**src/rtl/io_busmux_pkg.sv**
```systemverilog
// Shared definitions for the I/O bus multiplexer: target select encoding,
// FSM state type and the default I/O page.
package io_busmux_pkg;

  localparam int SEL_W = 5;
  typedef logic [SEL_W-1:0] sel_t;

  localparam sel_t SEL_NONE = 5'd0;
  localparam sel_t SEL_RAM  = 5'd1;
  localparam sel_t SEL_ROM  = 5'd2;
  localparam sel_t SEL_DEV0 = 5'd3;

  localparam logic [3:0] IO_PAGE_DEFAULT = 4'hD;

  typedef enum logic {
    ST_IDLE = 1'b0,
    ST_WAIT = 1'b1
  } state_t;

  function automatic sel_t dev_sel(input logic [3:0] idx);
    return SEL_DEV0 + sel_t'(idx);
  endfunction

endpackage

```
**src/rtl/io_busmux_decode.sv**
```systemverilog
// Purely combinational address decode: upper address byte -> target select
// and device slot index.
module io_busmux_decode
  import io_busmux_pkg::*;
#(
  parameter int         NDEV    = 8,
  parameter logic [3:0] IO_PAGE = IO_PAGE_DEFAULT
) (
  input  logic [7:0] addr_hi,
  output sel_t       sel,
  output logic       is_dev,
  output logic [3:0] dev_idx
);

  // addr_hi carries address bits [15:8]
  always_comb begin
    sel     = SEL_NONE;
    is_dev  = 1'b0;
    dev_idx = addr_hi[3:0];
    if (!addr_hi[7]) begin
      sel = SEL_RAM;
    end else if (addr_hi[7:5] == 3'b111) begin
      sel = SEL_ROM;
    end else if ((addr_hi[7:4] == IO_PAGE) && ({28'd0, addr_hi[3:0]} < NDEV)) begin
      sel    = dev_sel(addr_hi[3:0]);
      is_dev = 1'b1;
    end
  end

endmodule

```
**src/rtl/io_busmux.sv**
```systemverilog
// CPU-side bus multiplexer: RAM/ROM/device-slot decode, wait-state FSM with
// stall timeout, sticky bus error capture and read data return.
module io_busmux
  import io_busmux_pkg::*;
#(
  parameter int          NDEV     = 8,
  parameter logic [15:0] ACK_MASK = 16'h00F2,
  parameter logic [3:0]  IO_PAGE  = IO_PAGE_DEFAULT,
  parameter int          TIMEOUT  = 255
) (
  input  logic              clk,
  input  logic              reset,
  input  logic [15:0]       cpu_next_addr,
  input  logic              cpu_next_rd,
  input  logic              cpu_next_we,
  output logic [7:0]        cpu_di,
  output logic              cpu_enable,
  output logic              ram_we,
  input  logic [7:0]        ram_data,
  input  logic [7:0]        rom_data,
  input  logic [8*NDEV-1:0] dev_data,
  input  logic [NDEV-1:0]   dev_ack,
  output logic [NDEV-1:0]   dev_stb,
  output logic [NDEV-1:0]   dev_rd,
  output logic [NDEV-1:0]   dev_wr,
  output logic              bus_err,
  output logic [15:0]       err_addr,
  input  logic              err_clr
);

  sel_t            next_sel;
  logic            is_dev;
  logic [3:0]      dev_idx;
  logic [NDEV-1:0] dev_hit;
  logic            req;
  logic            ack_slot;
  logic            ack_hit;
  logic            at_limit;
  logic            timeout_done;

  state_t          state_reg, state_next;
  logic [15:0]     stall_cnt_reg;
  sel_t            sel_reg;
  logic            tmo_reg;
  logic [7:0]      dev_rdata;

  io_busmux_decode #(
    .NDEV    (NDEV),
    .IO_PAGE (IO_PAGE)
  ) u_decode (
    .addr_hi (cpu_next_addr[15:8]),
    .sel     (next_sel),
    .is_dev  (is_dev),
    .dev_idx (dev_idx)
  );

  genvar gi;
  generate
    for (gi = 0; gi < NDEV; gi++) begin : g_hit
      assign dev_hit[gi] = is_dev && (dev_idx == 4'(gi));
    end
  endgenerate

  assign req     = cpu_next_rd | cpu_next_we;
  assign dev_stb = req ? dev_hit : '0;
  assign dev_rd  = cpu_next_rd ? dev_hit : '0;
  assign dev_wr  = cpu_next_we ? dev_hit : '0;
  assign ram_we  = (next_sel == SEL_RAM) && cpu_next_we;

  // Acks from slots that are not strobed are masked out here.
  assign ack_slot     = |(dev_stb & ACK_MASK[NDEV-1:0]);
  assign ack_hit      = |(dev_stb & ACK_MASK[NDEV-1:0] & dev_ack);
  assign at_limit     = (stall_cnt_reg == 16'(TIMEOUT));
  assign timeout_done = (state_reg == ST_WAIT) && at_limit && !ack_hit;

  always_ff @(posedge clk or negedge reset) begin
    if (!reset) state_reg <= ST_IDLE;
    else        state_reg <= state_next;
  end

  always_comb begin
    state_next = state_reg;
    case (state_reg)
      ST_IDLE: if (ack_slot && !ack_hit) state_next = ST_WAIT;
      ST_WAIT: if (cpu_enable)           state_next = ST_IDLE;
      default: state_next = ST_IDLE;
    endcase
  end

  always_comb begin
    cpu_enable = 1'b1;
    case (state_reg)
      ST_IDLE: if (ack_slot) cpu_enable = ack_hit;
      ST_WAIT: cpu_enable = ack_hit | at_limit;
      default: cpu_enable = 1'b1;
    endcase
  end

  // Counter reads 1 in the first WAIT cycle, so completion at TIMEOUT gives
  // exactly TIMEOUT stalled cycles.
  always_ff @(posedge clk or negedge reset) begin
    if (!reset) begin
      stall_cnt_reg <= 16'd0;
    end else if (state_reg == ST_IDLE) begin
      stall_cnt_reg <= (state_next == ST_WAIT) ? 16'd1 : 16'd0;
    end else if (cpu_enable) begin
      stall_cnt_reg <= 16'd0;
    end else begin
      stall_cnt_reg <= stall_cnt_reg + 16'd1;
    end
  end

  always_ff @(posedge clk or negedge reset) begin
    if (!reset) begin
      sel_reg  <= SEL_NONE;
      tmo_reg  <= 1'b0;
      bus_err  <= 1'b0;
      err_addr <= 16'h0000;
    end else begin
      if (cpu_enable) sel_reg <= next_sel;
      tmo_reg <= timeout_done;
      if (timeout_done) begin
        bus_err <= 1'b1;
        if (!bus_err || err_clr) err_addr <= cpu_next_addr;
      end else if (err_clr) begin
        bus_err <= 1'b0;
      end
    end
  end

  always_comb begin
    dev_rdata = 8'h00;
    for (int i = 0; i < NDEV; i++) begin
      if (sel_reg == dev_sel(4'(i))) dev_rdata = dev_data[8*i +: 8];
    end
  end

  always_comb begin
    if (tmo_reg) begin
      cpu_di = 8'hFF;
    end else begin
      case (sel_reg)
        SEL_NONE: cpu_di = 8'h00;
        SEL_RAM:  cpu_di = ram_data;
        SEL_ROM:  cpu_di = rom_data;
        default:  cpu_di = dev_rdata;
      endcase
    end
  end

endmodule

```
**config.mk**
```make
export PLATFORM = sky130hd
export DESIGN_NAME = io_busmux
export DESIGN_NICKNAME = d
export VERILOG_FILES = /design/src/rtl/io_busmux_pkg.sv /design/src/rtl/io_busmux_decode.sv /design/src/rtl/io_busmux.sv
export SDC_FILE = /design/constraint.sdc
export NUM_CORES = 1
export LEC_CHECK = 0
export ABC_CLOCK_PERIOD_IN_PS = 2500
export BUFFER_PORTS_ARGS = -buffer_cell sky130_fd_sc_hd__buf_2
export CORE_ASPECT_RATIO = 0.8
export CORE_UTILIZATION = 45
export CTS_CLUSTER_DIAMETER = 120
export CTS_CLUSTER_SIZE = 28
export DETAILED_ROUTE_END_ITERATION = 6
export PLACE_DENSITY = 0.81
export SYNTH_ARGS = -nofsm -noshare
export SYNTH_HDL_FRONTEND = slang
export SYNTH_SLANG_ARGS = --single-unit
```
**constraint.sdc**
```tcl
create_clock -name clk -period 2.5 [get_ports clk]
set_input_delay 0.5 -clock clk [delete_from_list [all_inputs] [get_ports clk]]
set_output_delay 0.5 -clock clk [all_outputs]
set_load 0.02 [all_outputs]
```
[Word-level counts from Yosys, hierarchy flattened]
Cells that the tools add are included.
Cells by class
  bitwise gates (word level): 4
  reductions and logical operators: 22
  equal/unequal tests: 21
  mux-type cells: 29
  $add $sub $neg: 2
  $lt $le $gt $ge: 1
Operators by type and width (count)
  $mux W8: 12
  $mux W16: 2
  $pmux W8 S3: 1
  $eq A5 B3 Y1 const B: 4
  $add A16 B1 Y16 const B: 1
  $eq A16 B8 Y1 const B: 1
  $eq A4 B3 Y1 const B: 4
  $eq A5 B4 Y1 const B: 3
  $mux W5: 3
  $logic_and A1 B1 Y1: 13
  $eq A5 B1 Y1 const B: 2
  $eq A5 B2 Y1 const B: 2
  $mux W1: 9
  $and A8 B8 Y8: 1
  $eq A4 B2 Y1 const B: 2
  $reduce_or A8 Y1: 1
  $add A2 B4 Y5 const A: 1
  $logic_not A5 Y1: 1
  $reduce_or A5 Y1: 1
  $eq A4 B1 Y1 const B: 1
  $eq A4 B4 Y1 const B: 1
  $logic_not A4 Y1: 1
  $lt A4 B4 Y1 const B: 1
  $pmux W1 S2: 2
  7 further kinds: 9
Storage, ports and cells
  input port bits: 109
  logic and storage cells: 85
  register bits: 40
  output and inout bits: 51

[Longest topological paths before layout]
Gate-level depths: netlist of run 1.
  depth after elaboration: 15
  gate-level depth with buffers: 9
  mapped depth without buffers: 7

[Modules after synthesis]
Synthesis of run 1 repeated with hierarchy kept, for this count alone.
Unflattened totals
  cell total of the unflattened synthesis: 345
  area total of the unflattened synthesis: 3061.7 um^2
Modules (own cells, without submodules)
  io_busmux: cells each 324, instances 1, area an instance 2929.1 um^2, seq. area each 1001.0 um^2
  io_busmux_decode: cells each 21, instances 1, area an instance 132.6 um^2, seq. area each 0.0 um^2

[Worst setup path before layout of run 1]
No wires, ideal clock.
  path kind: in2out
  start: in cpu_next_addr[13]
  end: out cpu_enable
  data arrival time: 1833 ps
  stages on the path: 5
  buffers on the path: 0
  required time: 2000 ps
  path slack: 167 ps
  cells stage by stage: and4bb_2 nand2_4 or4_4 a21oi_4 inv_1
On the way
  word-level cells in the longest chain between the ends: 11
  elaborated cells on any way between the ends: 18
  those cells by class: eq/ne: 2; mux: 6; bitwise: 2; reduce/logical: 8
Ends and longest elaborated chain
  start: declaration: RTL line io_busmux.sv:13  | input logic [15:0] cpu_next_addr,
  $eq A4 B4 Y1: RTL line io_busmux_decode.sv:24  | end else if ((addr_hi[7:4] == IO_PAGE) && ({28'd0, addr_hi[3:0]} < NDEV)) begin
  $logic_and A1 B1 Y1: RTL line io_busmux_decode.sv:24
  $mux W1: RTL line io_busmux_decode.sv:24
  $mux W1 (*): RTL line io_busmux_decode.sv:22  | end else if (addr_hi[7:5] == 3'b111) begin
  $mux W1 (*): RTL line io_busmux_decode.sv:20  | if (!addr_hi[7]) begin
  $logic_and A1 B1 Y1: RTL line io_busmux.sv:60  | assign dev_hit[gi] = is_dev && (dev_idx == 4'(gi));
  $mux W8 (*): RTL line io_busmux.sv:65  | assign dev_stb = req ? dev_hit : '0;
  $and A8 B8 Y8: RTL line io_busmux.sv:72  | assign ack_hit = |(dev_stb & ACK_MASK[NDEV-1:0] & dev_ack);
  $reduce_or A8 Y1: RTL line io_busmux.sv:72
  $or A1 B1 Y1 or $mux W1 (tied branches): RTL line io_busmux.sv:94, io_busmux.sv:93
  $pmux W1 S2 (*): RTL line io_busmux.sv:92  | case (state_reg)
  end: declaration: RTL line io_busmux.sv:17  | output logic cpu_enable,
Mark *: on every way between the ends. The rest lies on a longest branch, timed or not.

[Final worst setup path of run 1]
  start: reg sel_reg[4]
  end: out cpu_di[0]
On the way
  word-level cells in the longest chain between the ends: 11
  elaborated cells on any way between the ends: 21
  those cells by class: eq/ne: 10; mux: 10; reduce/logical: 1
Ends and longest elaborated chain
  start: declaration: RTL line io_busmux.sv:43  | sel_t sel_reg;
  start signal: assignment: RTL line io_busmux.sv:120  | if (cpu_enable) sel_reg <= next_sel;
  $eq A5 B2 Y1: RTL line io_busmux.sv:134  | if (sel_reg == dev_sel(4'(i))) dev_rdata = dev_data[8*i +: 8];
  $mux W8 (8 in a row): RTL line io_busmux.sv:134
  $pmux W8 S3 (*): RTL line io_busmux.sv:142  | case (sel_reg)
  $mux W8 (*): RTL line io_busmux.sv:139  | if (tmo_reg) begin
  end: declaration: RTL line io_busmux.sv:16  | output logic [7:0] cpu_di,
Marked as above.

==> results of run 1 <==
## cell families after synthesis
logic type      synth area share
mux                        0.114
simple gates               0.247
xor+xnor                  0.0448
compound gates             0.181
flops                      0.342
fa+ha+maj                 0.0256
buf+inv                   0.0457
## power groups by stage
stage	registers (W)	logic, W	clock network [W]
finish	0.000766	0.000927	0.000518
global route	0.000776	0.00100	0.000558
CTS	0.000765	0.000838	0.000530
detailed placement	0.000774	0.000810	0
global placement	0.000771	0.000790	0
floorplan	0.000760	0.000520	0
## per-layer routing
| metal | part of all wire | wire length (µm) |
|---|---|---|
| met4 | 0.0066 | 58 |
| met5 | 0 | 0 |
| met2 | 0.46 | 4090 |
| met1 | 0.46 | 4020 |
| met3 | 0.073 | 643 |
## cell usage after synthesis, types with 3 or more instances
library cell,count
o21bai_1,6
nand2_1,18
mux2_4,10
nor2_1,38
a21oi_1,15
mux2i_1,6
nand3_1,17
xnor2_1,5
o21ai_0,11
mux2_2,11
clkbuf_1,14
ha_1,6
nand4_1,4
and3_1,19
nor4_1,7
a22oi_1,11
o2bb2ai_1,6
nor2b_1,4
a2bb2oi_1,4
dfrtp_1,40
nand2b_1,4
a211oi_1,4
nor3_1,3
xor2_1,10
inv_1,11
a221oi_1,4
## worst min-delay path by stage
stage / from / endpoint / slack, ns / cells past startpoint
final: reset / err_addr[7] / 0.33 / 1
after global routing: reset / stall_cnt_reg[2] / 0.39 / 1
after CTS: reset / err_addr[0] / 0.35 / 1
after detailed placement: err_addr[10] / err_addr[10] / 0.49 / 1
after global placement: err_addr[6] / err_addr[6] / 0.49 / 1
after floorplan: reset / bus_err / 0.20 / 0
## through the flow
step           instances  hold WS [ns]  setup WS [ns]  cell area (µm²)
6_report             579         0.333         0.0361             4190
5_1_grt              579         0.390        -0.0614             4190
4_1_cts              571         0.347        0.00366             4050
3_5_place_dp         563         0.489        -0.0465             3900
3_3_place_gp         563         0.488        0.00639             3900
2_1_floorplan        323         0.204          0.167             2930
## layout by cell type, fill, tap and decap left out, types with 11 or more instances in the layout
cell and instances:
a21oi_1 15, and3_1 19, buf_2 151, buf_4 29
dfrtp_1 40, mux2_2 11, nand2_1 18, nand3_1 16
nor2_1 37
## cell type report
type                       count  area [µm²]
clock buffer                   5        68.8
multi-input combinational    253        1880
tap                           81         101
clock inverter                 3        42.5
fill                         477        1910
timing repair buffer         186        1050
sequential                    40        1000
inverter                      11        41.3
## critical path, delay by kind of cell, from the launching register on
family / cells / cell delay (ns)
AND/OR/NAND/NOR: 3 / 0.69
flip-flops: 1 / 0.42
buffers and inverters: 2 / 0.35
AO/OA/AOI/OAI: 2 / 0.22
## timing repair
item	4_1_cts	5_1_grt
endpoints found under the setup margin	7	9
gates resized for setup	14	23
setup buffers	0	8
hold endpoints to repair	0	0
pin swaps	4	10
hold buffers	0	0
==> metrics.md, run 1 <==
| Metric | Value |
|---|---|
| Crit-path max cell delay | 0.44 ns |
| R2r endpoint | sel_reg[1] |
| Die ar. | 0.00684 mm² |
| IO Pins | 160 |
| Initial core utilization | 0.480 |
| Worst Tran Pin Value | 0.876 ns |
| Initial DRC Count | 155 |
| Dpl hpwl | 6720 µm |
| GRT met1 Usage | 0.337 |
| #FFs+latches synth | 40 |
| Setup Skew | 0.00942 ns |
| Crit path cell chain | or3b_4, nor3_2, buf_4, a22oi_1, nand3_1, o21bai_1, buf_4 |
| CORE AREA | 0.00610 mm² |
| Residual DRC | 0 |
| H-tree Lvls | 2 |
| Largest cells by area after synthesis | dfrtp_1 (34%), mux2_4 (5.1%), nor2_1 (4.9%), mux2_2 (4.2%), and3_1 (4.1%) |
| Synth area leader | dfrtp_1 |
| CTS tree | done |
| Leakage | 2.18 nW |
| First-pass GRT wire length | 13000 µm |
| RSZ-0062 raised after global routing | yes |
| Fin crit share | 0.986 |
| Die Y | 74.2 µm |
| Most used routing layer | met2 |
| Worst min path class | input port to async pin |
| Grt ovf | 0 |
| Reg2Reg Setup Slack | 0.43 ns |
| Most frequently used flop master after synthesis | dfrtp_1 |
| Clk pin slew, worst setup/hold paths | 0.07 ns |
| Std cell rows | 25 |
| Async S/R FF share, synth | 1.00 |
| Worst R2R Start | stall_cnt_reg[0] |
| Top-area cell type share of the netlist area | 0.342 |
| Post-Synthesis Cells | 323 |
| Initial antenna violation count | 0 |
| RePlAce Congestion | 0.865 |
| Layout Utilization | 0.686 |
| ANT nets after route | 0 |
| Syn_area_per_cell | 9.07 µm² |
| Number of port buffers | 156 |
| DR vias/cell | 5.47 |
| Detailed Routing Iterations Pass 1 | 4 |
| Final Max Slew Viols | 0 |
| Sink Count | 40 |
| Worst-Skew Late Latency | 0.29 ns |
| Power Density | 528 mW/mm² |
| Fin Setup TNS | 0 ns |
| Reg power frac | 0.346 |
| Synth warnings | 0 |
| Max Fclk | 406 MHz |
| CP startpoint | sel_reg[4] |
| Clk root buf | clkbuf_8 |
| Clock network power share | 0.234 |
| Ant diodes | 0 |
| Total global-route track usage | 0.237 |
| Met2 Track Usage GR | 0.376 |
| Register-to-Register Path Depth | 8 |
| Final Critical Period | 2.46 ns |
| Psw | 0.000781 W |
| Post-Syn Nets | 438 |
| Post-synthesis sequential area ratio | 0.342 |
| Drt wl/cell | 15.2 µm |
| Layout cells sized above 1 | 0.496 |
| Most common cell on crit path | buf_4 |
| Drt total wl | 8820 µm |
| CP Data Required Time | 2.00 ns |
| Max Cap Viol | 0 |
| Cts bufs inserted | 5 |
| CTS max path bufs | 2 |
| Comb power frac | 0.419 |
| Slowest-stage cell, CP | or3b_4 |
| Number of global-route vias before repair | 2793 |
| Met3 Usage GRT | 0.0450 |
| Max VDD drop | 0.000269 V |
| Fin. Hold Viols | 0 |
| Synth cell types | 55 |
| Pint | 0.00143 W |
| Largest net degree at the start of global routing | 41 |
| Synthesized cell area | 0.00293 mm² |
| Routed via count | 3170 |
| Die span in x | 92.2 µm |
| WS Path Type | flip-flop to output pin |
| CP Capture Point | cpu_di[0] |
| Relative slew slack | 0.416 |
| Setup Viol. Count Final | 0 |
| Worst Path Max Fanout | 8 |
| Sw Ratio | 0.353 |
| Nets | 612 |
| Post-synth EDFFs | 0 |
| Overall Power | 0.00221 W |
| Area grow syn2layout | 42.9% |
| Status | finished clean |
| Critical Path Sink Type | output pin |
| CP arrival | 1.96 ns |
| CP Launch Type | flip-flop |
No activity file was read; power rests on OpenSTA's default activity.
==> run 2, diff against run 1 <==
- MAX_ROUTING_LAYER: default -> met4
==> run 2 against run 1 <==
  * The flow now finishes with violations (negative setup slack)
  * Clock-buffer cell count unchanged
  * Maximum frequency fell by 2.3%
  * Final cell count is the same
  * Design area down 0.15%
  * Global-route usage increased by 0.79 points
  * Hold slack worse by 0.0076 ns
  * Critical path type unchanged
==> metrics.md, run 2 (synthesized netlist as in run 1, its figures left out) <==
| Metric | Value |
|---|---|
| Status | finished with violations |
| Failing checks | negative setup slack |
| Drt wl/cell | 15.3 µm (+0.49%) |
| Initial core utilization | 0.480 (unchanged) |
| Die Y | 74.2 µm (unchanged) |
| Final WS setup | -0.0228 ns (-0.0588 ns) |
| RSZ-0062 raised after global routing | yes |
| Clk root buf | clkbuf_8 |
| CTS tree | done |
| Number of port buffers | 156 (unchanged) |
| Number of global-route vias before repair | 2793 (unchanged) |
| Fin crit share | 1.01 (+0.0235) |
| Final Max Slew Viols | 0 (unchanged) |
| Max VDD drop | 0.000268 V (-0.11%) |
| RePlAce Congestion | 0.879 (+1.6%) |
| Relative slew slack | 0.420 (+0.00453) |
| CP Launch Type | flip-flop |
| Leading cell types in the layout, fill and taps excluded | buf_2 (151), dfrtp_1 (40), nor2_1 (37) |
| Worst-Skew Late Latency | 0.29 ns (about the same) |
| CP top delay family | simple AND/OR/NAND/NOR gates |
| First-pass GRT wire length | 13000 µm (about the same) |
| Overall Power | 0.00221 W (about the same) |
| Setup Viol. Count Final | 2 (+2) |
| Largest net degree at the start of global routing | 41 (unchanged) |
| Initial DRC Count | 189 (+22%) |
| Commonest non-fill, non-tap cell in the layout | buf_2 |
| Max Fclk | 396 MHz (-2.3%) |
| Worst min path class | input port to async pin |
| CORE AREA | 0.00610 mm² (unchanged) |
| CP arrival | 2.02 ns (+0.06 ns) |
| Crit path cell chain | or4b_4, a21o_1, and3_1, o21bai_1, buf_4 |
| Worst path buffer plus inverter count | 1 (-1) |
| Clk pin slew, worst setup/hold paths | 0.09 ns (+0.02 ns) |
| CP Data Required Time | 2.00 ns (about the same) |
| Sink Count | 40 (unchanged) |
| H-tree Lvls | 2 (unchanged) |
| Die ar. | 0.00684 mm² (unchanged) |
| Residual DRC | 0 (unchanged) |
| Layout Utilization | 0.685 (-0.00103) |
| Dpl hpwl | 6720 µm (unchanged) |
| Drt total wl | 8860 µm (+0.49%) |
| Critical Path Sink Type | output pin |
| DR vias/cell | 5.51 (+0.73%) |
| Leakage | 2.18 nW (about the same) |
| Worst Tran Pin Value | 0.870 ns (-0.00680 ns) |
| Routed via count | 3193 (+0.73%) |
| ANT nets after route | 0 (unchanged) |
| Max Cap Viol | 0 (unchanged) |
| Nets | 612 (unchanged) |
| Slowest-stage cell, CP | or4b_4 |
| Power Density | 529 mW/mm² (about the same) |
| Detailed Routing Iterations Pass 1 | 7 (+3) |
| IO Pins | 160 (unchanged) |
| Die span in x | 92.2 µm (unchanged) |
| Ant diodes | 0 (unchanged) |
| Crit-path max cell delay | 0.53 ns (+0.09 ns) |
| Std cell rows | 25 (unchanged) |
| Worst Path Max Fanout | 5 (-3) |
| Layout cells sized above 1 | 0.494 (-0.00201) |
| Initial antenna violation count | 0 (unchanged) |
| Fin. Hold Viols | 0 (unchanged) |
| Final Critical Period | 2.52 ns (+0.0588 ns) |
| Cts bufs inserted | 5 (unchanged) |
| Area grow syn2layout | 42.7% |
| CTS max path bufs | 2 (unchanged) |
| Grt ovf | 0 (unchanged) |
| Total global-route track usage | 0.245 (+0.00788) |
| Setup Skew | 0.0106 ns (+0.00114 ns) |
| WS Path Type | flip-flop to output pin |
## run 2: changes by cell type in the layout (fill, tap and decap cells not counted)
cell | previous run | this run
a2bb2oi_1 | 3 | 4
a2bb2oi_2 | 1 | 0
## run 2: layer usage
layer	part of all wire	vias up	track usage
li1	-	1526	-
met1	0.44	1491	0.336
met2	0.47	157	0.376
met3	0.084	19	0.0450
met4	0.010	0	0.0573
met5	0	-	-
## run 2: path summary, 6_finish.rpt
| kind | start | endpoint | slack, ns | depth (start not counted) |
|---|---|---|---|---|
| setup reg to reg | stall_cnt_reg[0] | sel_reg[1] | 0.42 | 8 |
| max in group asynchronous | reset | sel_reg[2] | 1.63 | 1 |
| hold reg to reg | err_addr[6] | err_addr[6] | 0.51 | 1 |
| min in group clk | cpu_next_addr[0] | err_addr[0] | 0.43 | 2 |
| setup / recovery | sel_reg[0] | cpu_di[0] | -0.02 | 5 |
| hold / removal | reset | err_addr[0] | 0.33 | 1 |
## run 2: layout make-up
class                           count  area [µm²]
Multi-Input combinational cell    253        1880
Inverter                           11        41.3
Fill cell                         477        1920
Clock inverter                      3        42.5
Tap cell                           81         101
Clock buffer                        5        68.8
Sequential cell                    40        1000
Timing Repair Buffer              186        1050
## run 2: timing repair
item	CTS	global route
hold endpoints to repair	0	0
setup endpoints to repair	7	9
setup buffers	0	8
gates resized for setup	14	22
pin swaps	4	12
hold buffers	0	0
## run 2: metrics by stage
stage | worst slack, ns | setup TNS, ns | cell area (µm²) | hold WS, ns | cells
6_report | -0.0228 | -0.0256 | 4180 | 0.325 | 579
5_1_grt | -0.106 | -0.296 | 4180 | 0.390 | 579
4_1_cts | 0.00366 | 0 | 4050 | 0.347 | 571
3_5_place_dp | -0.0465 | -0.244 | 3900 | 0.489 | 563
3_3_place_gp | 0.00639 | 0 | 3900 | 0.488 | 563
2_1_floorplan | 0.167 | 0 | 2930 | 0.204 | 323
## run 2: worst reg2reg max path, cell delays in order, from the launching register on
cell and delay, ns:
dfrtp_1 0.43, ha_1 0.27, and4_4 0.23, nand4_1 0.12, nand2_1 0.14, a21oi_4 0.18
buf_4 0.12, buf_4 0.14, mux2_2 0.34
## run 2: power by group
part	internal, W	switching, W
sequential	0.000704	0.0000622
clock	0.000295	0.000226
combinational	0.000429	0.000494
